--- src/rtl/csr_if.sv ---
// CSR-file bus between the SYSTEM-instruction sequencer (master) and the CSR file (slave):
// access strobes, address/data, and trap-entry/return strobes.
interface csr_if;
  logic [11:0] csr_addr;
  logic [31:0] bus;
  logic        read;
  logic        write;
  logic [1:0]  write_type;
  logic [31:0] csr_rdata;
  logic        csr_invalid;
  logic        trap;
  logic [4:0]  trap_cause;
  logic        ret;

  modport master (
    output csr_addr, bus, read, write, write_type, trap, trap_cause, ret,
    input  csr_rdata, csr_invalid
  );

  modport slave (
    input  csr_addr, bus, read, write, write_type, trap, trap_cause, ret,
    output csr_rdata, csr_invalid
  );
endinterface

--- src/rtl/csr_sequencer.sv ---
// Multi-cycle sequencer for RISC-V SYSTEM instructions: Zicsr read/modify/write,
// ECALL/EBREAK/illegal traps and MRET. All outputs are registered.
module csr_sequencer #(
  parameter logic [31:0] TRAP_VECTOR = 32'h4
) (
  input  logic        clk,
  input  logic        rst,
  input  logic        start,
  input  logic [31:0] instr,
  input  logic [31:0] rs1_val,
  input  logic [31:0] pc,
  csr_if.master       csr,
  output logic        rd_we,
  output logic [4:0]  rd_addr,
  output logic [31:0] rd_data,
  output logic        busy,
  output logic        done,
  output logic [31:0] next_pc
);
  typedef enum logic [2:0] {IDLE, DECODE, READ, WRITE, TRAP, RET, DONE} state_t;

  localparam logic [6:0]  OPC_SYSTEM = 7'b1110011;
  localparam logic [11:0] CSR_MEPC   = 12'h341;

  state_t      state;
  logic [31:0] instr_q;
  logic [31:0] rs1_q;
  logic [31:0] pc_q;

  logic [2:0]  funct3;
  logic [4:0]  rs1_f;
  logic [4:0]  rd_f;
  logic [11:0] csr_f;
  logic        is_system;
  logic        is_csr_op;
  logic        is_mret;
  logic        write_en;
  logic        ro_write;
  logic [4:0]  decode_cause;

  assign funct3    = instr_q[14:12];
  assign rs1_f     = instr_q[19:15];
  assign rd_f      = instr_q[11:7];
  assign csr_f     = instr_q[31:20];
  assign is_system = (instr_q[6:0] == OPC_SYSTEM);
  assign is_csr_op = is_system && (funct3 != 3'b000) && (funct3 != 3'b100);
  assign is_mret   = is_system && (funct3 == 3'b000) && (csr_f == 12'h302) &&
                     (rs1_f == 5'd0) && (rd_f == 5'd0);
  assign write_en  = (funct3[1:0] == 2'b01) || (rs1_f != 5'd0);
  // CSR addresses with [11:10]==2'b11 are read-only; writing one is illegal.
  assign ro_write  = write_en && (csr_f[11:10] == 2'b11);

  // NOTE: every branch must assign decode_cause, so it gets a default first;
  // otherwise synthesis infers a latch to hold the previous value.
  always_comb begin
    decode_cause = 5'd2;
    if (is_system && funct3 == 3'b000 && csr_f == 12'h000)      decode_cause = 5'd11;
    else if (is_system && funct3 == 3'b000 && csr_f == 12'h001) decode_cause = 5'd3;
  end

  // Outputs are computed on the edge entering a state, so they are valid for the
  // whole cycle the FSM sits in that state.
  // NOTE: all state here uses non-blocking assignments so every register samples
  // the pre-edge values, independent of statement order.
  always_ff @(posedge clk) begin
    if (rst) begin
      state          <= IDLE;
      instr_q        <= '0;
      rs1_q          <= '0;
      pc_q           <= '0;
      csr.csr_addr   <= '0;
      csr.bus        <= '0;
      csr.read       <= 1'b0;
      csr.write      <= 1'b0;
      csr.write_type <= '0;
      csr.trap       <= 1'b0;
      csr.trap_cause <= '0;
      csr.ret        <= 1'b0;
      rd_we          <= 1'b0;
      rd_addr        <= '0;
      rd_data        <= '0;
      busy           <= 1'b0;
      done           <= 1'b0;
      next_pc        <= '0;
    end else begin
      csr.csr_addr   <= '0;
      csr.bus        <= '0;
      csr.read       <= 1'b0;
      csr.write      <= 1'b0;
      csr.write_type <= '0;
      csr.trap       <= 1'b0;
      csr.trap_cause <= '0;
      csr.ret        <= 1'b0;
      rd_we          <= 1'b0;
      rd_addr        <= '0;
      rd_data        <= '0;
      busy           <= 1'b1;
      done           <= 1'b0;
      next_pc        <= '0;

      unique case (state)
        IDLE: begin
          busy <= 1'b0;
          if (start) begin
            instr_q <= instr;
            rs1_q   <= rs1_val;
            pc_q    <= pc;
            busy    <= 1'b1;
            state   <= DECODE;
          end
        end
        DECODE: begin
          if (is_csr_op) begin
            csr.csr_addr <= csr_f;
            csr.read     <= 1'b1;
            state        <= READ;
          end else if (is_mret) begin
            csr.csr_addr <= CSR_MEPC;
            csr.read     <= 1'b1;
            csr.ret      <= 1'b1;
            state        <= RET;
          end else begin
            csr.trap       <= 1'b1;
            csr.trap_cause <= decode_cause;
            csr.bus        <= pc_q;
            state          <= TRAP;
          end
        end
        READ: begin
          if (csr.csr_invalid) begin
            csr.trap       <= 1'b1;
            csr.trap_cause <= 5'd2;
            csr.bus        <= pc_q;
            state          <= TRAP;
          end else begin
            state <= WRITE;
            if (!ro_write) begin
              csr.csr_addr   <= csr_f;
              csr.write      <= write_en;
              csr.write_type <= funct3[1:0];
              csr.bus        <= funct3[2] ? {27'b0, rs1_f} : rs1_q;
              rd_we          <= (rd_f != 5'd0);
              rd_addr        <= rd_f;
              rd_data        <= (rd_f != 5'd0) ? csr.csr_rdata : '0;
            end
          end
        end
        WRITE: begin
          if (ro_write) begin
            csr.trap       <= 1'b1;
            csr.trap_cause <= 5'd2;
            csr.bus        <= pc_q;
            state          <= TRAP;
          end else begin
            done    <= 1'b1;
            next_pc <= pc_q + 32'd4;
            state   <= DONE;
          end
        end
        TRAP: begin
          done    <= 1'b1;
          next_pc <= TRAP_VECTOR;
          state   <= DONE;
        end
        RET: begin
          done    <= 1'b1;
          next_pc <= csr.csr_rdata;
          state   <= DONE;
        end
        DONE: begin
          busy  <= 1'b0;
          state <= IDLE;
        end
        default: begin
          busy  <= 1'b0;
          state <= IDLE;
        end
      endcase
    end
  end
endmodule

--- src/flat_wrapper.sv ---
// flat-port wrapper written by rule: the top's interface ports become plain ports
module csr_sequencer_flat 
#(
  parameter logic [31:0] TRAP_VECTOR = 32'h4
)
  (clk, rst, start, instr, rs1_val, pc, rd_we, rd_addr, rd_data, busy, done, next_pc, csr_csr_addr, csr_bus, csr_read, csr_write, csr_write_type, csr_trap, csr_trap_cause, csr_ret, csr_csr_rdata, csr_csr_invalid);
  csr_if csr_i ();
  input  logic clk;
  input  logic rst;
  input  logic start;
  input  logic [31:0] instr;
  input  logic [31:0] rs1_val;
  input  logic [31:0] pc;
  output logic rd_we;
  output logic [4:0] rd_addr;
  output logic [31:0] rd_data;
  output logic busy;
  output logic done;
  output logic [31:0] next_pc;
  output wire logic [$bits(csr_i.csr_addr)-1:0] csr_csr_addr;
  output wire logic [$bits(csr_i.bus)-1:0] csr_bus;
  output wire logic [$bits(csr_i.read)-1:0] csr_read;
  output wire logic [$bits(csr_i.write)-1:0] csr_write;
  output wire logic [$bits(csr_i.write_type)-1:0] csr_write_type;
  output wire logic [$bits(csr_i.trap)-1:0] csr_trap;
  output wire logic [$bits(csr_i.trap_cause)-1:0] csr_trap_cause;
  output wire logic [$bits(csr_i.ret)-1:0] csr_ret;
  input wire logic [$bits(csr_i.csr_rdata)-1:0] csr_csr_rdata;
  input wire logic [$bits(csr_i.csr_invalid)-1:0] csr_csr_invalid;
  assign csr_csr_addr = csr_i.csr_addr;
  assign csr_bus = csr_i.bus;
  assign csr_read = csr_i.read;
  assign csr_write = csr_i.write;
  assign csr_write_type = csr_i.write_type;
  assign csr_trap = csr_i.trap;
  assign csr_trap_cause = csr_i.trap_cause;
  assign csr_ret = csr_i.ret;
  assign csr_i.csr_rdata = csr_csr_rdata;
  assign csr_i.csr_invalid = csr_csr_invalid;
  csr_sequencer #(.TRAP_VECTOR(TRAP_VECTOR)) u_core (.clk(clk), .rst(rst), .start(start), .instr(instr), .rs1_val(rs1_val), .pc(pc), .csr(csr_i), .rd_we(rd_we), .rd_addr(rd_addr), .rd_data(rd_data), .busy(busy), .done(done), .next_pc(next_pc));
endmodule
--- config.mk ---
export PLATFORM = sky130hd
export DESIGN_NAME = csr_sequencer_flat
export DESIGN_NICKNAME = d
export VERILOG_FILES = /design/src/rtl/csr_if.sv /design/src/rtl/csr_sequencer.sv /design/src/flat_wrapper.sv
export SDC_FILE = /design/constraint.sdc
export NUM_CORES = 1
export LEC_CHECK = 0
export CORE_AREA = 10 10 123 236
export CTS_CLUSTER_DIAMETER = 200
export CTS_CLUSTER_SIZE = 28
export DETAILED_ROUTE_END_ITERATION = 12
export DIE_AREA = 0 0 133 246
export DONT_BUFFER_PORTS = 1
export GPL_TIMING_DRIVEN = 0
export PLACE_DENSITY = 0.57
export SYNTH_ARGS = -nofsm -noshare
export SYNTH_HDL_FRONTEND = slang
export SYNTH_SLANG_ARGS = --single-unit
--- constraint.sdc ---
create_clock -name clk -period 2.1 [get_ports clk]
set_input_delay 0.105 -clock clk [delete_from_list [all_inputs] [get_ports clk]]
set_output_delay 0.105 -clock clk [all_outputs]
set_load 0.05 [all_outputs]
* Word-level counts from Yosys, hierarchy flattened
Index checks and enable logic that the tools add are counted.
Word-level totals: bits in registers 226, bits of input ports 132
Operators by class: muxes and demuxes 38, reductions and logical operators 25, $add $sub $neg 1, equal/unequal tests 12, bitwise operators 3
Operator list (number):
- two-way mux 32 bit | 7
- case mux 32 bit (3 select lines) | 2
- two-way mux 12 bit | 3
- adder 32 x 3 -> 32 bit (second input constant) | 1
- case mux 12 bit (2 select lines) | 1
- two-way mux 5 bit | 3
- case mux 3 bit (5 select lines) | 1
- case mux 5 bit (3 select lines) | 1
- == test 12 x 1 -> 1 bit (second input constant) | 1
- == test 12 x 10 -> 1 bit (second input constant) | 1
- logical NOT 12 bit | 1
- logical NOT 5 bit | 2
- two-way mux 1 bit | 10
- two-way mux 10 bit | 1
- nonzero test 5 bit | 2
- OR reduction 5 bit | 2
- logical AND 1 bit | 9
- two-way mux 3 bit | 3
- == test 7 bit (second input constant) | 1
- == test 3 x 2 -> 1 bit (second input constant) | 2
- == test 3 bit (second input constant) | 2
- logical NOT 3 bit | 2
- two-way mux 2 bit | 3
- case mux 1 bit (2 select lines) | 2
- 13 further kinds | 16

* Logic depth before layout (Yosys ltp)
word-level depth 8, gate-level depth with buffers 7, depth with buffers taken out 6

* Least setup slack after synthesis
Ideal clock, no wire load.
path type reg2reg, start point register u_core.instr_q[15], end point register u_core.csr.bus[27], buffers on the path 1, stages on the path, launching flop included 7, required time 1.983 ns, path slack 0.082 ns, library setup time 0.117 ns, data arrival time 1.901 ns, period minus slack after synthesis 2.018 ns, cells stage by stage dfxtp_1 > or4_4 > or2_4 > nor4_4 > o21bai_4 > buf_6 > a22o_1
Between the ends: cells in the longest elaborated chain, start to end 6, elaborated cells on any way between the ends 12, those cells by class 6 x mux; 6 x reduce/logical
Ends and longest elaborated chain:
- start: declaration | line csr_sequencer.sv:26 | logic [31:0] instr_q;
- start signal: assignment | line csr_sequencer.sv:105 | instr_q <= instr;
- nonzero test 5 bit or logical NOT 5 bit (tied branches) | line csr_sequencer.sv:49, csr_sequencer.sv:48
- logical OR 1 bit or logical AND 1 bit (tied branches) | line csr_sequencer.sv:49, csr_sequencer.sv:47
- logical AND 1 bit, on equally long branches | line csr_sequencer.sv:51, csr_sequencer.sv:48
- two-way mux 32 bit, on equally long branches | line csr_sequencer.sv:137, csr_sequencer.sv:117
- two-way mux 32 bit, on equally long branches | line csr_sequencer.sv:130, csr_sequencer.sv:113
- case mux 32 bit (3 select lines) * | line csr_sequencer.sv:101 | unique case (state)
- end signal: assignment | line csr_sequencer.sv:125 | csr.bus <= pc_q;
- end signal: assignment | line csr_sequencer.sv:133 | csr.bus <= pc_q;
- end signal: assignment | line csr_sequencer.sv:141 | csr.bus <= funct3[2] ? {27'b0, rs1_f} : rs1_q;
- end: declaration | line csr_if.sv:16 | output csr_addr, bus, read, write, write_type, trap, trap_cause, ret,
Mark *: on every way between the ends. The rest lies on a longest branch, timed or not. A chain may end at the register's enable or synchronous reset.

* Worst setup path after layout
start point register u_core.instr_q[15], end point register u_core.csr.bus[30]
The elaborated chain is that of the path after synthesis.

==> flow_summary_export.csv <==
group,metric,value,unit
sta,tightest_slew,0.9368,ns
synthesis,ys_top_cells_by_area,"dfxtp_1 (56%), nand2_1 (11%), a21oi_1 (6.7%)",
synthesis,avgSynthCellArea,9.058,um^2
pwr,power.leakage,0.003924,uW
synthesis,yosysMostFrequentCell,"nand2_1",
global_route,overflow,0,
placement,portBuffers,0,
cells_and_area,drive_above_1_share,9.714,%
route,post-route-drc-count,0,
synthesis,synth_area_leader_cell,"dfxtp_1",
cells_and_area,area_delta_synth_final,32.18,%
worst_setup_path,r2r_slack,-0.05,ns
status,status,"finished with violations",
sta,slew_headroom,36.73,%
sta,layout_min_cycle_time,2.151,ns
clock_tree,numCtsBuffers,11,
worst_setup_path,reg2reg_from,"u_core.instr_q[15]",
worst_setup_path,crit_fanout,10,
global_route,antenna_found_initial,6,
route,vias,6647,
worst_setup_path,rr_worst_depth,7,
clock_tree,clk_latency,0.47,ns
status,violations,"negative setup slack",
worst_setup_path,crit_path_end_kind,"flop",
global_route,first_global_vias,6970,
global_route,grt_max_degree,29,
synthesis,synth_common_cells,"nand2_1 (233), dfxtp_1 (223), a21oi_1 (106), and2_1 (47), clkbuf_1 (38)",
synthesis,yosys.area.top_type_share,56.20,%
global_route,track_usage,16.50,%
placement,dp_hpwl,21640,um
floorplanning,ios,259,
sta,setup_slack,-0.05075,ns
worst_setup_path,timing_worst_setup_path_type,"reg -> reg",
min_path,hp-class,"in -> reg",
sta,clock.fmax,0.4650,GHz
floorplanning,die_h,246,um
synthesis,synth-seq-area-share,56.20,%
route,postRouteAntennaNets,0,
worst_setup_path,r2r-end,"u_core.csr.bus[30]",
floorplanning,start_util,31.60,%
cells_and_area,nets,1184,
synthesis,async_flop_share,0,%
synthesis,yosysWarnings,0,
sta,setup_viol,35,
sta,period_share,102.4,%
sta,skew,0.01223,ns
synthesis,ys.flop_type,"dfxtp_1",
route,avgRoutedWirePerCell,20.30,um
floorplanning,die_w,133,um
floorplanning,core_region_area,0.02514,mm^2
floorplanning,placementRows,82,
pwr,vdd_drop_max,0.0004993,V
floorplanning,die_area,0.03272,mm^2
route,drtIter0Drc,231,
sta,slew_violations,0,
clock_tree,cts.path.max_buffers,3,
clock_tree,cts_tree,"built",
placement,dp.cells,1215,
clock_tree,path_clk_slew,0.11,ns
global_route,grt_pass1_wl,42150,um
min_path,whs_path_depth,4,
synthesis,netlist_area,0.007944,mm^2
clock_tree,cts-root-buf,"clkbuf_16",
synthesis,yosysUniqueCellTypes,53,
route,routed_wirelength,28260,um
synthesis,synth_edf_count,0,
placement,gp_congestion,0.8477,
sta,fin_setup_tns,-0.8804,ns
route,route.detailed.vias_per_inst,4.775,
min_path,min_to,"u_core.instr_q[22]",
pwr,power.density,813.1,mW/mm^2
worst_setup_path,cp.arrival,2.52,ns
clock_tree,htree_levels,1,
sta,hold_slack,0.1472,ns
clock_tree,clock-sinks,223,
sta,hold_viol,0,
route,dr.pass1.iters,4,
worst_setup_path,required,2.47,ns
synthesis,syn_inst,877,
placement,place_ws,-0.4736,ns
cells_and_area,final_cells,1392,
min_path,hp-start,"start",
flow_run,drv_cap,0,
cells_and_area,final_util,41.77,%
sta,rsz0062_at_grt,"true",
synthesis,synth_seq_cells,223,
worst_setup_path,startpoint_type,"flop",
==> critical path, stage by stage, from the launching register on <==
cell	delay (ns)
dfxtp_2	0.33
or4_4	0.55
o311ai_4	0.26
buf_12	0.16
o32ai_4	0.09
o21bai_4	0.22
buf_8	0.17
a22o_1	0.25
==> logic make-up after synthesis <==
kind of cell	count (synthesis)	synth area share, %
mux	5	0.6300
flops	223	56.20
other cells	1	0.04721
xor+xnor	28	3.087
compound gates	180	13.97
buf+inv	64	3.701
fa+ha+maj	1	0.1575
simple gates	375	22.21
==> worst max path at each step <==
stage                             startpoint                  to
after detailed placement     u_core.state[0]   u_core.rd_data[4]
after CTS                 u_core.instr_q[15]  u_core.csr.bus[30]
final                     u_core.instr_q[15]  u_core.csr.bus[30]
after floorplan           u_core.instr_q[15]  u_core.csr.bus[27]
after global placement       u_core.state[0]  u_core.instr_q[11]
after global routing      u_core.instr_q[15]  u_core.csr.bus[30]
==> registers in the layout, summed over array words and instances (netlist names) <==
name                   flops
u_core.rd_addr             5
u_core.next_pc            32
u_core.busy                1
u_core.pc_q               32
u_core.done                1
u_core.csr.read            1
u_core.instr_q            32
u_core.rs1_q              32
u_core.rd_data            32
u_core.csr.bus            32
u_core.csr.write           1
u_core.rd_we               1
u_core.csr.ret             1
u_core.csr.trap_cause      3
u_core.csr.write_type      2
u_core.state               3
u_core.csr.csr_addr       12
==> cells in the final DEF, fill, tap and decap left out, types with 3 or more instances in the layout <==
| cell | instances |
|---|---|
| a22oi_1 | 12 |
| o21ai_1 | 18 |
| dfxtp_1 | 222 |
| a22o_1 | 27 |
| nor2b_1 | 3 |
| nor3_4 | 3 |
| nand2_1 | 233 |
| nand4_1 | 12 |
| and2_1 | 40 |
| and2_4 | 7 |
| clkbuf_1 | 27 |
| diode_2 | 6 |
| clkbuf_16 | 11 |
| xnor2_1 | 6 |
| clkbuf_2 | 8 |
| o2bb2ai_1 | 5 |
| nand3_1 | 13 |
| mux2i_1 | 5 |
| xor2_1 | 22 |
| buf_8 | 3 |
| a21oi_1 | 106 |
| inv_1 | 8 |
| buf_12 | 6 |
| dlygate4sd3_1 | 131 |
| buf_2 | 6 |
| and3_1 | 5 |
| buf_4 | 28 |
| nor2_1 | 22 |
| and4_1 | 3 |
| nor3_1 | 7 |
| nand3b_1 | 4 |
| buf_6 | 6 |
==> area by class of cell <==
type | count | area, um^2
Inverter | 8 | 30.03
Tap cell | 336 | 420.4
Buffer | 51 | 284.0
Sequential cell | 223 | 4466
Antenna cell | 6 | 15.01
Clock buffer | 12 | 279.0
Timing Repair Buffer | 165 | 1693
Fill cell | 2483 | 14640
Multi-Input combinational cell | 591 | 3313
==> repair_timing <==
action / CTS / global route
resized for setup: 45 / 13
hold buffers: 131 / 0
endpoints found under the setup margin: 149 / 152
pin swaps: 15 / 6
cloned: 2 / 0
endpoints found under the hold margin: 169 / 0
buffers inserted: 25 / 6
==> power breakdown <==
part | internal (uW) | switching (uW)
combinational | 585 | 839
sequential | 4490 | 360
clock | 958 | 1310
==> layer usage <==
| layer | wire length, um | global-route usage (%) | share of wire [%] |
|---|---|---|---|
| met1 | 9652 | 15.64 | 34 |
| met2 | 16100 | 32.77 | 57 |
| met3 | 1400 | 3.282 | 5.0 |
| met4 | 1102 | 7.347 | 3.9 |
| met5 | 7 | 0 | 0.025 |
==> metrics by stage <==
| step | total power (uW) | cell area, um^2 |
|---|---|---|
| CTS | 8617 | 10440 |
| finish | 8537 | 10500 |
| detailed placement | 6070 | 8382 |
| floorplan | 5660 | 7948 |
| global placement | 6044 | 8368 |
| global route | 8960 | 10500 |
(Power assumes the default switching activity.)
